## src/rtl/jtkiwi_pkg.sv

```systemverilog
// Shared definitions for the kiwi sub-CPU shared-RAM bridge.
// Optional contention support: JTKIWI_SHR_CONTENTION_EN.
package jtkiwi_pkg;

  localparam logic [2:0] SHR_BASE_DEF  = 3'b110;
  localparam int         MAX_DEFER_DEF = 15;

  typedef enum logic [2:0] {
    ST_IDLE,
    ST_WR,
    ST_RD_ADDR,
    ST_RD_LATCH,
`ifdef JTKIWI_SHR_CONTENTION_EN
    ST_HOLD,
    ST_DEFER
`else
    ST_HOLD
`endif
  } shr_st_e;

endpackage

```

## src/rtl/jtkiwi_shr_bridge_if.sv

```systemverilog
// Sub-CPU bus and shared-RAM port-1 signal bundle.
// slave = bridge view, master = system/CPU view.
interface jtkiwi_shr_bridge_if;

  logic        snd_rstn;
  logic [15:0] A;
  logic        mreq_n;
  logic        rd_n;
  logic        wr_n;
  logic [7:0]  cpu_dout;
  logic [7:0]  cpu_din;
  logic        wait_n;
  logic [12:0] shr_addr;
  logic [7:0]  shr_din;
  logic        shr_we;
  logic [7:0]  shr_dout;
  logic        main_busy;

  modport slave (
    input  snd_rstn, A, mreq_n, rd_n, wr_n,
    input  cpu_dout, shr_dout, main_busy,
    output cpu_din, wait_n,
    output shr_addr, shr_din, shr_we
  );

  modport master (
    output snd_rstn, A, mreq_n, rd_n, wr_n,
    output cpu_dout, shr_dout, main_busy,
    input  cpu_din, wait_n,
    input  shr_addr, shr_din, shr_we
  );

endinterface

```

## src/rtl/jtkiwi_shr_defer.sv

```systemverilog
// Saturating deferral counter for main-CPU contention.
// Only built with JTKIWI_SHR_CONTENTION_EN.
module jtkiwi_shr_defer #(
  parameter int MAX_DEFER = 15
)(
  input  logic clk,
  input  logic rst,
  input  logic i_clr,
  input  logic i_inc,
  output logic o_exp
);

  localparam int W = $clog2(MAX_DEFER + 1);

  logic [W-1:0] r_cnt;

  // Flags one clk early so the last busy DEFER clk is the exit clk
  assign o_exp = r_cnt >= W'(MAX_DEFER - 1);

  always_ff @(posedge clk or posedge rst) begin
    if (rst) begin
      r_cnt <= '0;
    end else if (i_clr) begin
      r_cnt <= '0;
    end else if (i_inc && r_cnt != W'(MAX_DEFER)) begin
      r_cnt <= r_cnt + 1'b1;
    end
  end

endmodule

```

## src/rtl/jtkiwi_shr_bridge.sv

```systemverilog
// Sub-CPU to shared-RAM bridge with Z80 wait handshake.
// Optional main-CPU contention deferral: JTKIWI_SHR_CONTENTION_EN.
module jtkiwi_shr_bridge
  import jtkiwi_pkg::*;
#(
  parameter logic [2:0] SHR_BASE  = SHR_BASE_DEF,
  parameter int         MAX_DEFER = MAX_DEFER_DEF
)(
  input  logic                clk,
  input  logic                rst,
  jtkiwi_shr_bridge_if.slave  bus
);

  shr_st_e     r_st;
  shr_st_e     w_nxt;
  logic        w_sel;
  logic        w_wr;
  logic [12:0] r_addr;
  logic [7:0]  r_din;
  logic [7:0]  r_cpu_din;

  assign w_sel = bus.snd_rstn & ~bus.mreq_n &
                 (bus.A[15:13] == SHR_BASE) &
                 (~bus.rd_n | ~bus.wr_n);
  assign w_wr  = ~bus.wr_n;

`ifdef JTKIWI_SHR_CONTENTION_EN
  logic r_wr;
  logic w_exp;

  jtkiwi_shr_defer #(
    .MAX_DEFER (MAX_DEFER)
  ) u_defer (
    .clk   (clk),
    .rst   (rst),
    .i_clr (r_st != ST_DEFER || w_nxt != ST_DEFER),
    .i_inc (r_st == ST_DEFER && bus.main_busy),
    .o_exp (w_exp)
  );
`else
  logic w_unused;
  assign w_unused = bus.main_busy ^ (MAX_DEFER == 0);
`endif

  always_comb begin
    w_nxt = r_st;
    unique case (r_st)
      ST_IDLE: begin
        if (w_sel) begin
          w_nxt = w_wr ? ST_WR : ST_RD_ADDR;
`ifdef JTKIWI_SHR_CONTENTION_EN
          if (bus.main_busy) w_nxt = ST_DEFER;
`endif
        end
      end
      ST_WR:       w_nxt = ST_HOLD;
      ST_RD_ADDR:  w_nxt = ST_RD_LATCH;
      ST_RD_LATCH: w_nxt = ST_HOLD;
      ST_HOLD: begin
        if (!w_sel) w_nxt = ST_IDLE;
      end
`ifdef JTKIWI_SHR_CONTENTION_EN
      ST_DEFER: begin
        if (!bus.main_busy || w_exp)
          w_nxt = r_wr ? ST_WR : ST_RD_ADDR;
      end
`endif
      default:     w_nxt = ST_IDLE;
    endcase
    if (!bus.snd_rstn) w_nxt = ST_IDLE;
  end

  always_ff @(posedge clk or posedge rst) begin
    if (rst) begin
      r_st      <= ST_IDLE;
      r_addr    <= '0;
      r_din     <= '0;
      r_cpu_din <= 8'hFF;
`ifdef JTKIWI_SHR_CONTENTION_EN
      r_wr      <= 1'b0;
`endif
    end else begin
      r_st <= w_nxt;
      if (r_st == ST_IDLE && w_sel) begin
        r_addr <= bus.A[12:0];
        r_din  <= bus.cpu_dout;
`ifdef JTKIWI_SHR_CONTENTION_EN
        r_wr   <= w_wr;
`endif
      end
      if (r_st == ST_RD_LATCH && bus.snd_rstn)
        r_cpu_din <= bus.shr_dout;
    end
  end

  assign bus.shr_addr = r_addr;
  assign bus.shr_din  = r_din;
  assign bus.shr_we   = (r_st == ST_WR) & bus.snd_rstn;
  assign bus.cpu_din  = r_cpu_din;
  assign bus.wait_n   = ~(w_sel & (r_st != ST_HOLD));

endmodule

```

## src/flat_wrapper.sv

```systemverilog
// flat-port wrapper written by rule: the top's interface ports become plain ports
module jtkiwi_shr_bridge_flat import jtkiwi_pkg::*;
#(
  parameter logic [2:0] SHR_BASE  = SHR_BASE_DEF,
  parameter int         MAX_DEFER = MAX_DEFER_DEF
)
  (clk, rst, bus_snd_rstn, bus_A, bus_mreq_n, bus_rd_n, bus_wr_n, bus_cpu_dout, bus_shr_dout, bus_main_busy, bus_cpu_din, bus_wait_n, bus_shr_addr, bus_shr_din, bus_shr_we);
  jtkiwi_shr_bridge_if bus_i ();
  input  logic clk;
  input  logic rst;
  input wire logic [$bits(bus_i.snd_rstn)-1:0] bus_snd_rstn;
  input wire logic [$bits(bus_i.A)-1:0] bus_A;
  input wire logic [$bits(bus_i.mreq_n)-1:0] bus_mreq_n;
  input wire logic [$bits(bus_i.rd_n)-1:0] bus_rd_n;
  input wire logic [$bits(bus_i.wr_n)-1:0] bus_wr_n;
  input wire logic [$bits(bus_i.cpu_dout)-1:0] bus_cpu_dout;
  input wire logic [$bits(bus_i.shr_dout)-1:0] bus_shr_dout;
  input wire logic [$bits(bus_i.main_busy)-1:0] bus_main_busy;
  output wire logic [$bits(bus_i.cpu_din)-1:0] bus_cpu_din;
  output wire logic [$bits(bus_i.wait_n)-1:0] bus_wait_n;
  output wire logic [$bits(bus_i.shr_addr)-1:0] bus_shr_addr;
  output wire logic [$bits(bus_i.shr_din)-1:0] bus_shr_din;
  output wire logic [$bits(bus_i.shr_we)-1:0] bus_shr_we;
  assign bus_i.snd_rstn = bus_snd_rstn;
  assign bus_i.A = bus_A;
  assign bus_i.mreq_n = bus_mreq_n;
  assign bus_i.rd_n = bus_rd_n;
  assign bus_i.wr_n = bus_wr_n;
  assign bus_i.cpu_dout = bus_cpu_dout;
  assign bus_i.shr_dout = bus_shr_dout;
  assign bus_i.main_busy = bus_main_busy;
  assign bus_cpu_din = bus_i.cpu_din;
  assign bus_wait_n = bus_i.wait_n;
  assign bus_shr_addr = bus_i.shr_addr;
  assign bus_shr_din = bus_i.shr_din;
  assign bus_shr_we = bus_i.shr_we;
  jtkiwi_shr_bridge #(.SHR_BASE(SHR_BASE), .MAX_DEFER(MAX_DEFER)) u_core (.clk(clk), .rst(rst), .bus(bus_i));
endmodule
```

## config.mk

```make
export PLATFORM = sky130hd
export DESIGN_NAME = jtkiwi_shr_bridge_flat
export DESIGN_NICKNAME = d
export VERILOG_FILES = /design/src/rtl/jtkiwi_pkg.sv /design/src/rtl/jtkiwi_shr_bridge_if.sv /design/src/rtl/jtkiwi_shr_defer.sv /design/src/rtl/jtkiwi_shr_bridge.sv /design/src/flat_wrapper.sv
export SDC_FILE = /design/constraint.sdc
export NUM_CORES = 1
export LEC_CHECK = 0
export BUFFER_PORTS_ARGS = -buffer_cell sky130_fd_sc_hd__clkbuf_2
export CORE_UTILIZATION = 50
export CTS_BUF_LIST = sky130_fd_sc_hd__clkbuf_8
export DETAILED_ROUTE_END_ITERATION = 16
export HOLD_SLACK_MARGIN = 0.03
export PLACE_DENSITY = 0.93
export SYNTH_ARGS = -nofsm -noshare
export SYNTH_HDL_FRONTEND = slang
export SYNTH_SLANG_ARGS = --single-unit
```

## constraint.sdc

```tcl
create_clock -name clk -period 3.1 [get_ports clk]
set_input_delay 0.155 -clock clk [delete_from_list [all_inputs] [get_ports clk]]
set_output_delay 0.155 -clock clk [all_outputs]
set_load 0.02 [all_outputs]
```

Word-level counts from Yosys, hierarchy flattened
Cells that the tools add are included.
{"block": "totals", "register_bits": 32, "in_bits": 39, "output_inout_bits": 31, "elab_cells": 32}
{"block": "op_classes", "n_eq_ne": 8, "muxes": 5, "bitwise": 10, "reduce_logical": 5}
{"op": "$pmux W3 S4", "count": 1}
{"op": "$mux W3", "count": 3}
{"op": "$eq A3 B2 Y1 const B", "count": 2}
{"op": "$eq A3 B3 Y1 const B", "count": 2}
{"op": "$ne A3 B3 Y1 const B", "count": 2}
{"op": "$and A1 B1 Y1", "count": 5}
{"op": "$not A1 Y1", "count": 4}
{"op": "$eq A3 B1 Y1 const B", "count": 1}
{"op": "$logic_not A3 Y1", "count": 1}
{"op": "$ne A3 B2 Y1 const B", "count": 1}
{"op": "$logic_and A1 B1 Y1", "count": 2}
{"op": "$mux W2", "count": 1}
{"op": "$reduce_and A2 Y1", "count": 1}
{"op": "$reduce_or A2 Y1", "count": 1}
{"op": "$or A1 B1 Y1", "count": 1}

Logic depth before layout (Yosys ltp)
{"block": "logic_depth", "word_depth": 7, "ltp_mapped": 4, "mapped_depth_nobuf": 3}

Worst setup path before layout
Ideal clock, no wire load.
{"block": "synth_path", "path_type": "register to register", "start": "register u_core.r_st[0]", "end": "register u_core.r_addr[0] (netlist: u_core.bus.shr_addr[0])", "setup_ns": 0.125, "t_arrival_ns": 1.227, "required_time_ns": 2.975, "slack_ns": 1.748, "stages_incl_launch_ff": 5, "path_buffers": 1, "synth_period_minus_slack_ns": 1.352, "path_cell_list": "dfrtp_1 nor2_1 nand4b_4 buf_6 mux2_4"}
{"block": "synth_between", "elab_chain_len": 2}
{"item": "from (decl)", "line": "jtkiwi_shr_bridge.sv:14", "rtl": "shr_st_e r_st;"}
{"item": "from (signal assigned)", "line": "jtkiwi_shr_bridge.sv:83", "rtl": "r_st <= w_nxt;"}
{"item": "$logic_not A3 Y1", "line": "jtkiwi_shr_bridge.sv:84", "rtl": "if (r_st == ST_IDLE && w_sel) begin"}
{"item": "$logic_and A1 B1 Y1", "line": "jtkiwi_shr_bridge.sv:84"}
{"item": "to (signal assigned)", "line": "jtkiwi_shr_bridge.sv:85", "rtl": "r_addr <= bus.A[12:0];"}
{"item": "to (decl)", "line": "jtkiwi_shr_bridge.sv:18", "rtl": "logic [12:0] r_addr;"}
No other way between the ends.
A chain may end at the register's enable or synchronous reset.

Final worst setup path
{"block": "layout_path", "start": "register u_core.r_st[1]", "end": "register u_core.r_din[6] (netlist: u_core.bus.shr_din[6])"}
{"block": "layout_between", "elab_chain_len": 2}
{"item": "$logic_not A3 Y1", "line": "jtkiwi_shr_bridge.sv:84"}
{"item": "$logic_and A1 B1 Y1", "line": "jtkiwi_shr_bridge.sv:84"}
{"item": "to (signal assigned)", "line": "jtkiwi_shr_bridge.sv:86", "rtl": "r_din <= bus.cpu_dout;"}
{"item": "to (decl)", "line": "jtkiwi_shr_bridge.sv:19", "rtl": "logic [7:0] r_din;"}
No other way between the ends.

==> flow_summary.yaml <==
finish:
  final_area_mm2: 0.00183
  fin_util: 0.727
  stdcell_count: 186
  final_nets: 194
  drive_gt1_frac: 0.737
  n_antenna_cell: 0
  fillCellCount: 179
  area_growth_syn_to_layout_pct: 33.8
worst_setup_path:
  end_kind: "register"
  reg2reg_depth: 3
  r2r_slack_ps: 1330
  crit_start: "u_core.r_st[1]"
  crit_arrival_ps: 1930
  cp_data_required_time_ps: 3260
  r2r_start: "u_core.r_st[1]"
  path_max_fanout: 21
  worst-setup-path-type: "register to register"
  startpoint_type: "register"
  regToRegEndpoint: "u_core.bus.shr_din[6]"
drt:
  drc: 0
  vias: 933
  final_antenna_net_count: 0
  wire_per_inst_um: 14.1
  drt_iter0_drc: 5
  finalWirelength_um: 2630
  dr.pass1.iters: 4
  vias_per_cell: 5.02
run:
  cap_viol_max_count: 0
yosys:
  ys_seq_area_frac: 0.592
  synth_cell_types: 18
  ys_warn_count: 0
  synth-seq-cells: 32
  syn_inst: 82
  syn-cell-area_mm2: 0.00137
  postSynthNetCount: 121
  avgSynthCellArea_um2: 16.7
grt:
  grt_max_degree: 33
  overflow: 0
  grt_pass1_wl_um: 4000
  track_usage: 0.205
  grt_pass1_vias: 935
  grt_antenna_before_repair: 0
clock_tree:
  cts_hold_buf: 0
  clock_latency_ps: 280
  ctsResizeCount: 0
  ctsLongestPathBuffers: 2
  cts_tree: "built"
  htreeDepth: 2
  postCtsSetupRepairBufs: 0
  cts_root_buf: "clkbuf_8"
  cts_buffers: 5
  clk_pin_slew_ps: 60
  cts_sinks: 32
placed_design:
  place_congestion: 0.701
  dp_hpwl_um: 1950
  portBuffers: 68
  dpl.cell_count: 178
  place_area_mm2: 0.00173
  pre_cts_slack_ps: 1310
sta:
  tightest_slew_ps: 1150
  setup_ws_ps: 1330
  period_share: 0.572
  setup_violations: 0
  period_minus_slack_ps: 1770
  tns_ps: 0
  hold_slack_ps: 106
  relSlewSlack: 0.233
  max_freq_mhz: 564
  finClkSkew_ps: 5.15
  final-max-slew-violation-count: 0
  rsz0062_at_grt: "no"
  hold_violations: 0
die:
  rows: 18
  fp.dieW_um: 54.3
  core_area_mm2: 0.00252
  ios: 70
  dieArea_mm2: 0.00295
  initial_utilization: 0.543
  die_h_um: 54.3
power:
  peakVddDrop_uv: 517
  leakagePower_nw: 1.02
  p_per_area_mw_per_mm2: 648
  finalPower_mw: 1.19
hold_path:
  min_from: "bus_cpu_dout[7]"
  min_to: "u_core.bus.shr_din[7]"
  min_path_type: "input port to register"
  hold_depth: 2
outcome:
  outcome: "finished clean"
==> logic make-up (layout without fill, tap and decap cells) <==
family / Yosys count / after routing / share of synthesized area
muxes: 29 / 29 / 0.293
buffers and inverters: 4 / 78 / 0.0219
AOI/OAI and AO/OA: 4 / 4 / 0.0228
and+or+nand+nor: 13 / 13 / 0.0703
DFF: 32 / 32 / 0.592
==> cell usage after synthesis <==
| master | n | share of area |
|---|---|---|
| nand4b_4 | 1 | 0.017 |
| nand4_1 | 1 | 0.0046 |
| mux2_2 | 9 | 0.074 |
| a21boi_2 | 1 | 0.0082 |
| dfrtp_1 | 24 | 0.44 |
| nor2_1 | 4 | 0.011 |
| a21boi_0 | 1 | 0.0055 |
| dfstp_2 | 8 | 0.15 |
| nand2_1 | 2 | 0.0055 |
| nand3_1 | 1 | 0.0036 |
| a31oi_1 | 2 | 0.0091 |
| nand4b_1 | 1 | 0.0064 |
| nand2b_1 | 1 | 0.0046 |
| mux2_4 | 20 | 0.22 |
| and4bb_4 | 1 | 0.012 |
| nor3b_1 | 1 | 0.0055 |
| inv_1 | 2 | 0.0055 |
| buf_6 | 2 | 0.016 |
==> power breakdown <==
| part | switching (mW) | leakage (nW) | total, mW | internal (mW) |
|---|---|---|---|---|
| clock network | 0.143 | 0.0593 | 0.378 | 0.235 |
| logic | 0.144 | 0.572 | 0.286 | 0.142 |
| registers | 0.0394 | 0.386 | 0.523 | 0.484 |
==> state kept, by name (all words and copies together), names as in the netlist <==
name and count:
u_core.bus.shr_din 8, u_core.bus.shr_addr 13, u_core.r_st 3, u_core.bus.cpu_din 8
==> worst max path at each step <==
stage / end / cells past startpoint / slack (ps)
after floorplan: u_core.bus.shr_addr[0] / 4 / 1750
after global placement: u_core.bus.shr_addr[0] / 3 / 1400
after detailed placement: u_core.bus.shr_addr[7] / 3 / 1310
after CTS: u_core.bus.shr_addr[1] / 3 / 1310
after global routing: u_core.bus.shr_addr[8] / 3 / 1210
final: u_core.bus.shr_din[6] / 3 / 1330
==> routing by layer <==
layer  share of wire  vias up  track usage
met2            0.50       50        0.362
met1            0.41      445        0.209
met5               0        -            0
met4           0.014        0        0.103
li1                -      434            -
met3           0.075        4       0.0806
==> critical path, cell delays in order (launching register included) <==
cell	delay [ps]
dfrtp_1	430
nor2_1	270
nand4b_4	490
mux2_4	460
==> cell usage in the layout, fill, tap and decap left out, drive strengths merged <==
| cell type | count |
|---|---|
| inv | 3 |
| nand4b | 2 |
| nor3b | 1 |
| nor2 | 4 |
| clkinv | 1 |
| a21boi | 2 |
| a31oi | 2 |
| clkbuf | 73 |
| dfstp | 8 |
| nand4 | 1 |
| nand2b | 1 |
| dfrtp | 24 |
| and4bb | 1 |
| nand2 | 2 |
| bufinv | 1 |
| mux2 | 29 |
| nand3 | 1 |
==> area by class of cell <==
type / count / area [µm²] / share of cell area
timing repair buffer: 68 / 340 / 0.186
tap: 30 / 37.5 / 0.0205
clock buffer: 5 / 68.8 / 0.0375
clock inverter: 3 / 38.8 / 0.0212
inverter: 2 / 7.51 / 0.00410
multi-input combinational: 46 / 529 / 0.289
sequential: 32 / 811 / 0.442
No activity file was read; power rests on OpenSTA's default activity.
